[src/rtl/prbs_pkg.sv]
// Shared types and constants for the 8-bit PRBS checker (x^8+x^4+x^3+x^2+1).
package prbs_pkg;

    typedef enum logic [1:0] {
        SEARCH = 2'd0,
        VERIFY = 2'd1,
        LOCKED = 2'd2
    } state_t;

    // Taps 7,3,2,1 of the history register feed the next bit.
    localparam logic [7:0] TAP_MASK = 8'b1000_1110;
    localparam int         SEQ_LEN  = 255;

    function automatic logic prbs_next(input logic [7:0] hist);
        return ^(hist & TAP_MASK);
    endfunction

endpackage

[src/rtl/prbs_predictor_8.sv]
// History register and tap XOR; loads either the received bit or its own prediction.
module prbs_predictor_8
    import prbs_pkg::*;
(
    input  logic       clk,
    input  logic       rst,
    input  logic       shift,
    input  logic       use_pred,
    input  logic       bit_in,
    output logic       pred,
    output logic [7:0] hist
);

    assign pred = prbs_next(hist);

    // NOTE: sequential state uses non-blocking assignments so every register samples pre-edge values.
    always_ff @(posedge clk or posedge rst) begin
        if (rst) begin
            hist <= 8'h00;
        end else if (shift) begin
            hist <= {hist[6:0], use_pred ? pred : bit_in};
        end
    end

endmodule

[src/rtl/prbs_checker_8.sv]
// Self-synchronising PRBS-8 checker: searches, verifies, then counts bit errors while locked.
module prbs_checker_8
    import prbs_pkg::*;
#(
    parameter int LOCK_COUNT = 16,
    parameter int LOSS_COUNT = 8,
    parameter int CNT_W      = 16
) (
    input  logic             clk,
    input  logic             rst,
    input  logic             en,
    input  logic             bit_in,
    input  logic             clr_cnt,
    output logic             locked,
    output logic             err_pulse,
    output logic [CNT_W-1:0] err_count,
    output logic [7:0]       data_out
);

    localparam int             RUN_W    = $clog2(SEQ_LEN + 1);
    localparam logic [RUN_W-1:0] LOCK_LIM = RUN_W'(LOCK_COUNT);
    localparam logic [RUN_W-1:0] LOSS_LIM = RUN_W'(LOSS_COUNT);

    state_t           state, state_nx;
    logic [3:0]       fill, fill_nx;
    logic [RUN_W-1:0] run, run_nx, run_inc;
    logic [7:0]       hist, shifted;
    logic             pred, mismatch, err_hit;

    // Once locked the predictor free-runs, so a channel error is never fed back into hist.
    prbs_predictor_8 u_pred (
        .clk      (clk),
        .rst      (rst),
        .shift    (en),
        .use_pred (state == LOCKED),
        .bit_in   (bit_in),
        .pred     (pred),
        .hist     (hist)
    );

    assign mismatch = en & (bit_in != pred);
    assign err_hit  = mismatch & (state == LOCKED);
    assign shifted  = {hist[6:0], bit_in};
    assign run_inc  = run + RUN_W'(1);
    assign data_out = hist;

    always_comb begin
        // NOTE: every comb output gets a default first so no path leaves it unassigned (no latches).
        state_nx = state;
        fill_nx  = fill;
        run_nx   = run;
        if (en) begin
            case (state)
                SEARCH: begin
                    if (fill == 4'd7) begin
                        fill_nx = 4'd0;
                        if (shifted != 8'h00) begin
                            state_nx = VERIFY;
                            run_nx   = '0;
                        end
                    end else begin
                        fill_nx = fill + 4'd1;
                    end
                end
                VERIFY: begin
                    if (mismatch) begin
                        state_nx = SEARCH;
                        fill_nx  = 4'd0;
                    end else if (run_inc == LOCK_LIM) begin
                        state_nx = LOCKED;
                        run_nx   = '0;
                    end else begin
                        run_nx = run_inc;
                    end
                end
                LOCKED: begin
                    if (!mismatch) begin
                        run_nx = '0;
                    end else if (run_inc == LOSS_LIM) begin
                        state_nx = SEARCH;
                        fill_nx  = 4'd0;
                        run_nx   = '0;
                    end else begin
                        run_nx = run_inc;
                    end
                end
                default: state_nx = SEARCH;
            endcase
        end
    end

    always_ff @(posedge clk or posedge rst) begin
        if (rst) begin
            state     <= SEARCH;
            fill      <= 4'd0;
            run       <= '0;
            locked    <= 1'b0;
            err_pulse <= 1'b0;
            err_count <= '0;
        end else begin
            state     <= state_nx;
            fill      <= fill_nx;
            run       <= run_nx;
            locked    <= (state_nx == LOCKED);
            err_pulse <= err_hit;
            // Clear wins over a simultaneous error; the count saturates at all-ones.
            if (clr_cnt) begin
                err_count <= '0;
            end else if (err_hit && (err_count != '1)) begin
                err_count <= err_count + CNT_W'(1);
            end
        end
    end

endmodule

[config.mk]
export PLATFORM = sky130hd
export DESIGN_NAME = prbs_checker_8
export DESIGN_NICKNAME = d
export VERILOG_FILES = /design/src/rtl/prbs_pkg.sv /design/src/rtl/prbs_predictor_8.sv /design/src/rtl/prbs_checker_8.sv
export SDC_FILE = /design/constraint.sdc
export NUM_CORES = 1
export LEC_CHECK = 0
export CAP_MARGIN = 20
export CORE_ASPECT_RATIO = 1.5
export CORE_MARGIN = 4
export CORE_UTILIZATION = 41
export CTS_CLUSTER_DIAMETER = 30
export DETAILED_ROUTE_END_ITERATION = 12
export PLACE_DENSITY = 0.6
export SLEW_MARGIN = 20
export SYNTH_ARGS = -nofsm -noshare
export SYNTH_HDL_FRONTEND = slang
export SYNTH_SLANG_ARGS = --single-unit
export TNS_END_PERCENT = 5
[constraint.sdc]
create_clock -name clk -period 3.15 [get_ports clk]
set_clock_uncertainty 0.2 [all_clocks]
set_input_delay 0.315 -clock clk [delete_from_list [all_inputs] [get_ports clk]]
set_output_delay 0.315 -clock clk [all_outputs]
set_load 0.05 [all_outputs]
---- Word level (Yosys, flattened, before mapping) ----
Index checks and enable logic that the tools add are counted.
operators by class
  $add $sub $neg .......................... 3
  eq/ne operators ......................... 14
  multiplexer cells ....................... 23
  bitwise logic cells ..................... 2
  reductions and logical operators ........ 8
operator list
  kind                   number
  $mux 8                 6
  $mux 16                2
  $pmux 8 s3             1
  $add 16x1->16 const B  1
  $mux 4                 4
  $ne 16x16->1 const B   1
  $mux 2                 7
  $ne 2x2->1 const B     6
  $pmux 4 s3             1
  $reduce_and 5->1       2
  $add 8x1->8 const B    1
  $eq 8x4->1 const B     1
  $eq 8x5->1 const B     1
  $reduce_bool 8->1      1
  $reduce_xor 8->1       1
  $pmux 2 s3             1
  $add 4x1->4 const B    1
  $eq 2x2->1 const B     2
  $eq 4x3->1 const B     1
  $reduce_bool 3->1      1
  $and 1x1->1            2
  $eq 2x1->1 const B     1
  $logic_not 2->1        1
  $reduce_bool 2->1      1
  other kinds (3)        3
word-level totals
  register bits after elaboration ......... 40
  input bits .............................. 5
  output and inout bits ................... 26
  word-level logic and storage cells ...... 57

---- Depth between registers and ports, before layout ----
  word-level depth ........................ 7
  gate-level depth with buffers ........... 9
  mapped depth without buffers ............ 7

---- By module ----
From an unflattened synthesis, not the netlist that was laid out.
second synthesis, totals
  cells, all modules ...................... 249
  area total of the unflattened synthesis .. 2328.5 sq um
by module, submodules not included
  module            instances  cells each  area each (sq um)  seq. area each (sq um)
  prbs_checker_8    1          225         1991.9             800.8
  prbs_predictor_8  1          24          336.6              200.2

---- Worst setup path after synthesis ----
OpenSTA, ideal clock, no wires.
  kind .................................... register -> register
  start point ............................. reg u_pred.hist[1]
  end point ............................... reg run[4]
  library setup time ...................... 0.087 ns
  arrival time ............................ 2.295 ns
  data required time ...................... 2.863 ns
  slack ................................... 0.568 ns
  cell stages (with the launch flop) ...... 8
  buffers on the path ..................... 1
  period minus slack after synthesis ...... 2.582 ns
  path through ............................ dfrtp_1 > xnor2_2 > xnor3_2 > nor2_2 > a211o_1 > buf_6 > or4_1 > o211ai_1
on the way
  cells in the longest elaborated chain, start to end .. 5
  elaborated cells on any way between the ends .. 9
  classes of those cells .................. eq/ne: 3; mux: 2; bitwise: 1; reduce/logical: 3
ends and longest elaborated chain
  what                                                             line                    source
  start, declared                                                  prbs_predictor_8.sv:11  output logic [7:0] hist
  start signal, assigned                                           prbs_predictor_8.sv:21  hist <= {hist[6:0], use_pred ? pred : bit_in};
  $reduce_xor 8->1                                                 prbs_pkg.sv:15          return ^(hist & TAP_MASK);
  $ne 1x1->1                                                       prbs_checker_8.sv:41    assign mismatch = en & (bit_in != pred);
  $and 1x1->1                                                      prbs_checker_8.sv:41
  $ne 2x2->1 (no line) / $mux 8 (equally long branches)            n/a
  $reduce_and 5->1 (no line) / $pmux 8 s3 (equally long branches)  n/a
  end signal, assigned                                             prbs_checker_8.sv:103   run <= run_nx;
  end, declared                                                    prbs_checker_8.sv:26    logic [RUN_W-1:0] run, run_nx, run_inc;
Several ways; a longest one is shown, not always the timed one.
A chain may end at the register's enable or synchronous reset.

---- Worst setup path after layout ----
  start point ............................. reg u_pred.hist[1]
  end point ............................... reg err_count[13]
on the way
  cells in the longest elaborated chain, start to end .. 6
ends and longest elaborated chain
  what                         line                   source
  $reduce_xor 8->1             prbs_pkg.sv:15
  $ne 1x1->1                   prbs_checker_8.sv:41
  $and 1x1->1                  prbs_checker_8.sv:41
  $and 1x1->1                  prbs_checker_8.sv:42   assign err_hit = mismatch & (state == LOCKED);
  $logic_and 1x1->1            prbs_checker_8.sv:109  end else if (err_hit && (err_count != '1)) begin
  $reduce_bool 2->1 (no line)  n/a
  end signal, assigned         prbs_checker_8.sv:110  err_count <= err_count + CNT_W'(1);
  end, declared                prbs_checker_8.sv:16   output logic [CNT_W-1:0] err_count,
Every way passes these cells.

==> flow_summary.toml <==
[grt]
grt_max_degree = 41
grt_antenna_before_repair = 0
grt_pass1_wl_um = 9018
grt_overflow_total = 0
grt_pass1_vias = 1862
globalRouteTotalUtil_pct = 15.84

[synthesis]
synth.yosys.seq_area_share_pct = 42.06
synth-edff-count = 0
yosysWarningCount = 0
ys.flop_type = "sky130_fd_sc_hd__dfrtp_1"
synthesis_stage_register_bit_count = 40
async_flop_share_pct = 100.0
synth.lib_cells_used.distinct = 57
synthesis.area_um2 = 2380
synth_cells = 244
avgSynthCellArea_um2 = 9.753
mappedNetlistNets = 256

[clock_network]
clock_tree.htree_level_count = 2
post-cts-setup-buffer-count = 0
clock_slew_seen_by_the_registers_of_the_worst_setup_and_hold_paths_ns = 0.08
clk_latency_ns = 0.29
tritoncts = "done"
root_buffer = "sky130_fd_sc_hd__clkbuf_8"
numCtsBuffers = 5
clk_path_buf_depth = 2
cts-resized-gates = 0
clkSinkCount = 40
cts_hold_buf = 0

[critical_path]
worst-endpoint-required_ns = 3.10
type_of_the_setup_path_with_the_least_slack = "register to register"
timing.critical_path.slowest_stage_cell = "sky130_fd_sc_hd__a2111o_1"
ff2ff_setup_slack_ns = 0.50
setup.worst_path.end_class = "register"
timing.critical_path.slowest_cell_delay_ns = 0.61
critPathMaxFanout = 18
critPathLaunchType = "register"
cp.arrival_ns = 2.59
cpLargestDelayFamily = "XOR/XNOR gates"
crit_path_cell_trace = "xnor2_2 -> xnor3_2 -> a2111o_1 -> nor4_2 -> xnor2_1 -> nor2_1"
cp.buffers_inverters = 0

[floorplan]
initial_core_util_pct = 43.01
die_height_um = 101.3
num_rows = 33
fp.coreArea_um2 = 5533
chipWidth_um = 70.21
dieArea_um2 = 7112
pin_count = 31

[timing]
finalCritPeriodShare_pct = 84.02
worstMarginPinSlew_ns = 0.6889
final-setup-viol-count = 0
finalWorstPathRequiredPeriod_ns = 2.647
rsz0062_at_grt = "false"
timing_hold_violations_final = 0
worst_slew_margin_rel_pct = 54.07
timing.setup.tns_ns = 0
slew_violations = 0
fin_worst_hold_slack_ns = 0.2388
maxClockFrequency_mhz = 377.8

[placed_design]
place.gp.congestion = 0.8857
placement.io_buffers = 30
placed_cells = 340
place.detailed.hpwl_um = 3954

[detailed_routing]
final_antenna_net_count = 0
dr_wl_cell_um = 15.06
first_pass_drt_iterations = 4
detail_route.wirelength_um = 5242
detailed_route_iter0_violations = 96
remaining_drcs = 0
via_per_inst = 5.471
vias = 1904

[power]
internal_power_w = 0.0009341
pwr-share-clk_pct = 24.3
pwr-share-comb_pct = 32.0
power.share.switching_pct = 35.81
power_leakage_nw = 1.113
ir_worst_vdd_mv = 0.2249
p_total_w = 0.001455
seq_power_share_pct = 43.7
power-per-cell-area_nw_per_um2 = 513.7
switching_power_w = 0.0005211

[final_layout]
finish.utilization_pct = 51.20
areaGrowthSynthToFinish_pct = 19.03
nNetsFinal = 289
layout.cells.non_filler = 348
fraction_of_final_layout_cells_sized_beyond_drive_strength_1_pct = 13.67
n_antenna_cell = 0

[hold_path]
timing.hold.worst.class = "input port to asynchronous set/reset pin"

[flow_run]
cap_viol_max_count = 0

[run_status]
run_status = "finished clean"
-- synth_stat cells, drive strengths merged (2+ instances only) --
master | instances | area (um2)
dfrtp | 40 | 1001
nand2 | 25 | 93.84
nor2 | 24 | 92.59
xnor2 | 15 | 138.9
nor3 | 13 | 95.09
o21ai | 13 | 68.81
nand3 | 11 | 60.06
inv | 9 | 33.78
buf | 7 | 57.54
ha | 7 | 87.58
mux2 | 7 | 78.83
a21oi | 6 | 30.03
nor4 | 6 | 50.04
a211oi | 3 | 22.52
a21o | 3 | 22.52
a31oi | 3 | 18.77
and3 | 3 | 18.77
and4 | 3 | 26.28
nand3b | 3 | 26.27
nor2b | 3 | 18.77
xor2 | 3 | 26.28
a221o | 2 | 20.02
a22o | 2 | 17.52
and2 | 2 | 12.51
clkbuf | 2 | 7.510
nand2b | 2 | 12.51
nand4 | 2 | 12.51
o211ai | 2 | 15.01
o22ai | 2 | 12.51
o31a | 2 | 17.52
or2 | 2 | 12.51
or3 | 2 | 12.51
or4 | 2 | 15.01
-- cells in the final DEF, fill, tap and decap left out, types with 3 or more instances in the layout --
cell type,instances
sky130_fd_sc_hd__xnor2_1,14
sky130_fd_sc_hd__clkdlybuf4s50_1,30
sky130_fd_sc_hd__nor3_1,7
sky130_fd_sc_hd__a31oi_1,3
sky130_fd_sc_hd__and3_1,3
sky130_fd_sc_hd__nand3_1,10
sky130_fd_sc_hd__and4_1,3
sky130_fd_sc_hd__mux2_2,7
sky130_fd_sc_hd__nand2_1,25
sky130_fd_sc_hd__nor3_2,6
sky130_fd_sc_hd__inv_1,9
sky130_fd_sc_hd__a211oi_1,3
sky130_fd_sc_hd__buf_4,5
sky130_fd_sc_hd__nor2b_1,3
sky130_fd_sc_hd__ha_1,7
sky130_fd_sc_hd__nor4_1,4
sky130_fd_sc_hd__clkbuf_8,6
sky130_fd_sc_hd__nor2_1,23
sky130_fd_sc_hd__xor2_1,3
sky130_fd_sc_hd__a21o_1,3
sky130_fd_sc_hd__o21ai_0,11
sky130_fd_sc_hd__dfrtp_1,40
sky130_fd_sc_hd__a21oi_1,6
-- final timing paths --
kind | startpoint | cells past startpoint | endpoint
worst max-delay path | u_pred.hist[1] | 6 | err_count[13]
worst max register to register | u_pred.hist[1] | 6 | err_count[13]
worst min register to register | fill[1] | 2 | fill[1]
min in group clk | fill[1] | 2 | fill[1]
worst min-delay path | rst | 3 | err_count[4]
max in group asynchronous | rst | 3 | err_count[9]
-- cell families (layout without fill, tap and decap cells) --
kind of cell | after synthesis | after routing | share of synthesized area, %
AO/OA/AOI/OAI | 46 | 46 | 14.04
XOR/XNOR | 19 | 19 | 7.939
adder cells (fa/ha/maj) | 7 | 7 | 3.680
buffers and inverters | 19 | 53 | 4.310
flip-flops | 40 | 40 | 42.06
multiplexers | 8 | 8 | 3.733
AND/OR/NAND/NOR | 105 | 105 | 24.24
-- flip-flops by register name, indices dropped and copies added, names as in the netlist --
| register | flops |
|---|---|
| fill | 4 |
| run | 8 |
| state | 2 |
| u_pred.hist | 8 |
| locked | 1 |
| err_count | 16 |
| err_pulse | 1 |
-- power by group through the flow --
stage / clock network, W / registers, W / logic, W
after floorplan: 0 / 0.000721 / 0.000266
after global placement: 0 / 0.000644 / 0.000459
after detailed placement: 0 / 0.000646 / 0.000470
after CTS: 0.000369 / 0.000637 / 0.000471
after global routing: 0.000389 / 0.000647 / 0.000507
final: 0.000353 / 0.000636 / 0.000466
-- routing by layer --
| metal | up-vias | routed length, um | GRT usage, % |
|---|---|---|---|
| li1 | 935 | - | - |
| met1 | 931 | 2079 | 17.42 |
| met2 | 28 | 2855 | 29.79 |
| met3 | 10 | 154 | 2.681 |
| met4 | 0 | 153 | 6.785 |
| met5 | - | 0 | 0 |
-- worst min-delay path, delay by kind of cell --
| kind | cells | cell delay [ns] |
|---|---|---|
| buffers and inverters | 3 | 0.87 |
-- stage by stage --
step	worst slack, ns	instance area, um2
2_1_floorplan	0.5683	2380
3_3_place_gp	0.3199	2740
3_5_place_dp	0.2849	2740
4_1_cts	0.5043	2833
5_1_grt	0.3520	2833
6_report	0.5033	2833
-- cell type report --
cell class / instances / area [um2]
Fill cell: 543 / 2700
Multi-Input combinational cell: 185 / 1276
Sequential cell: 40 / 1001
Timing Repair Buffer: 35 / 337.8
Tap cell: 70 / 87.58
Clock buffer: 6 / 82.58
Inverter: 10 / 37.54
Clock inverter: 2 / 10.01
Power figures use the tool's default switching activity.
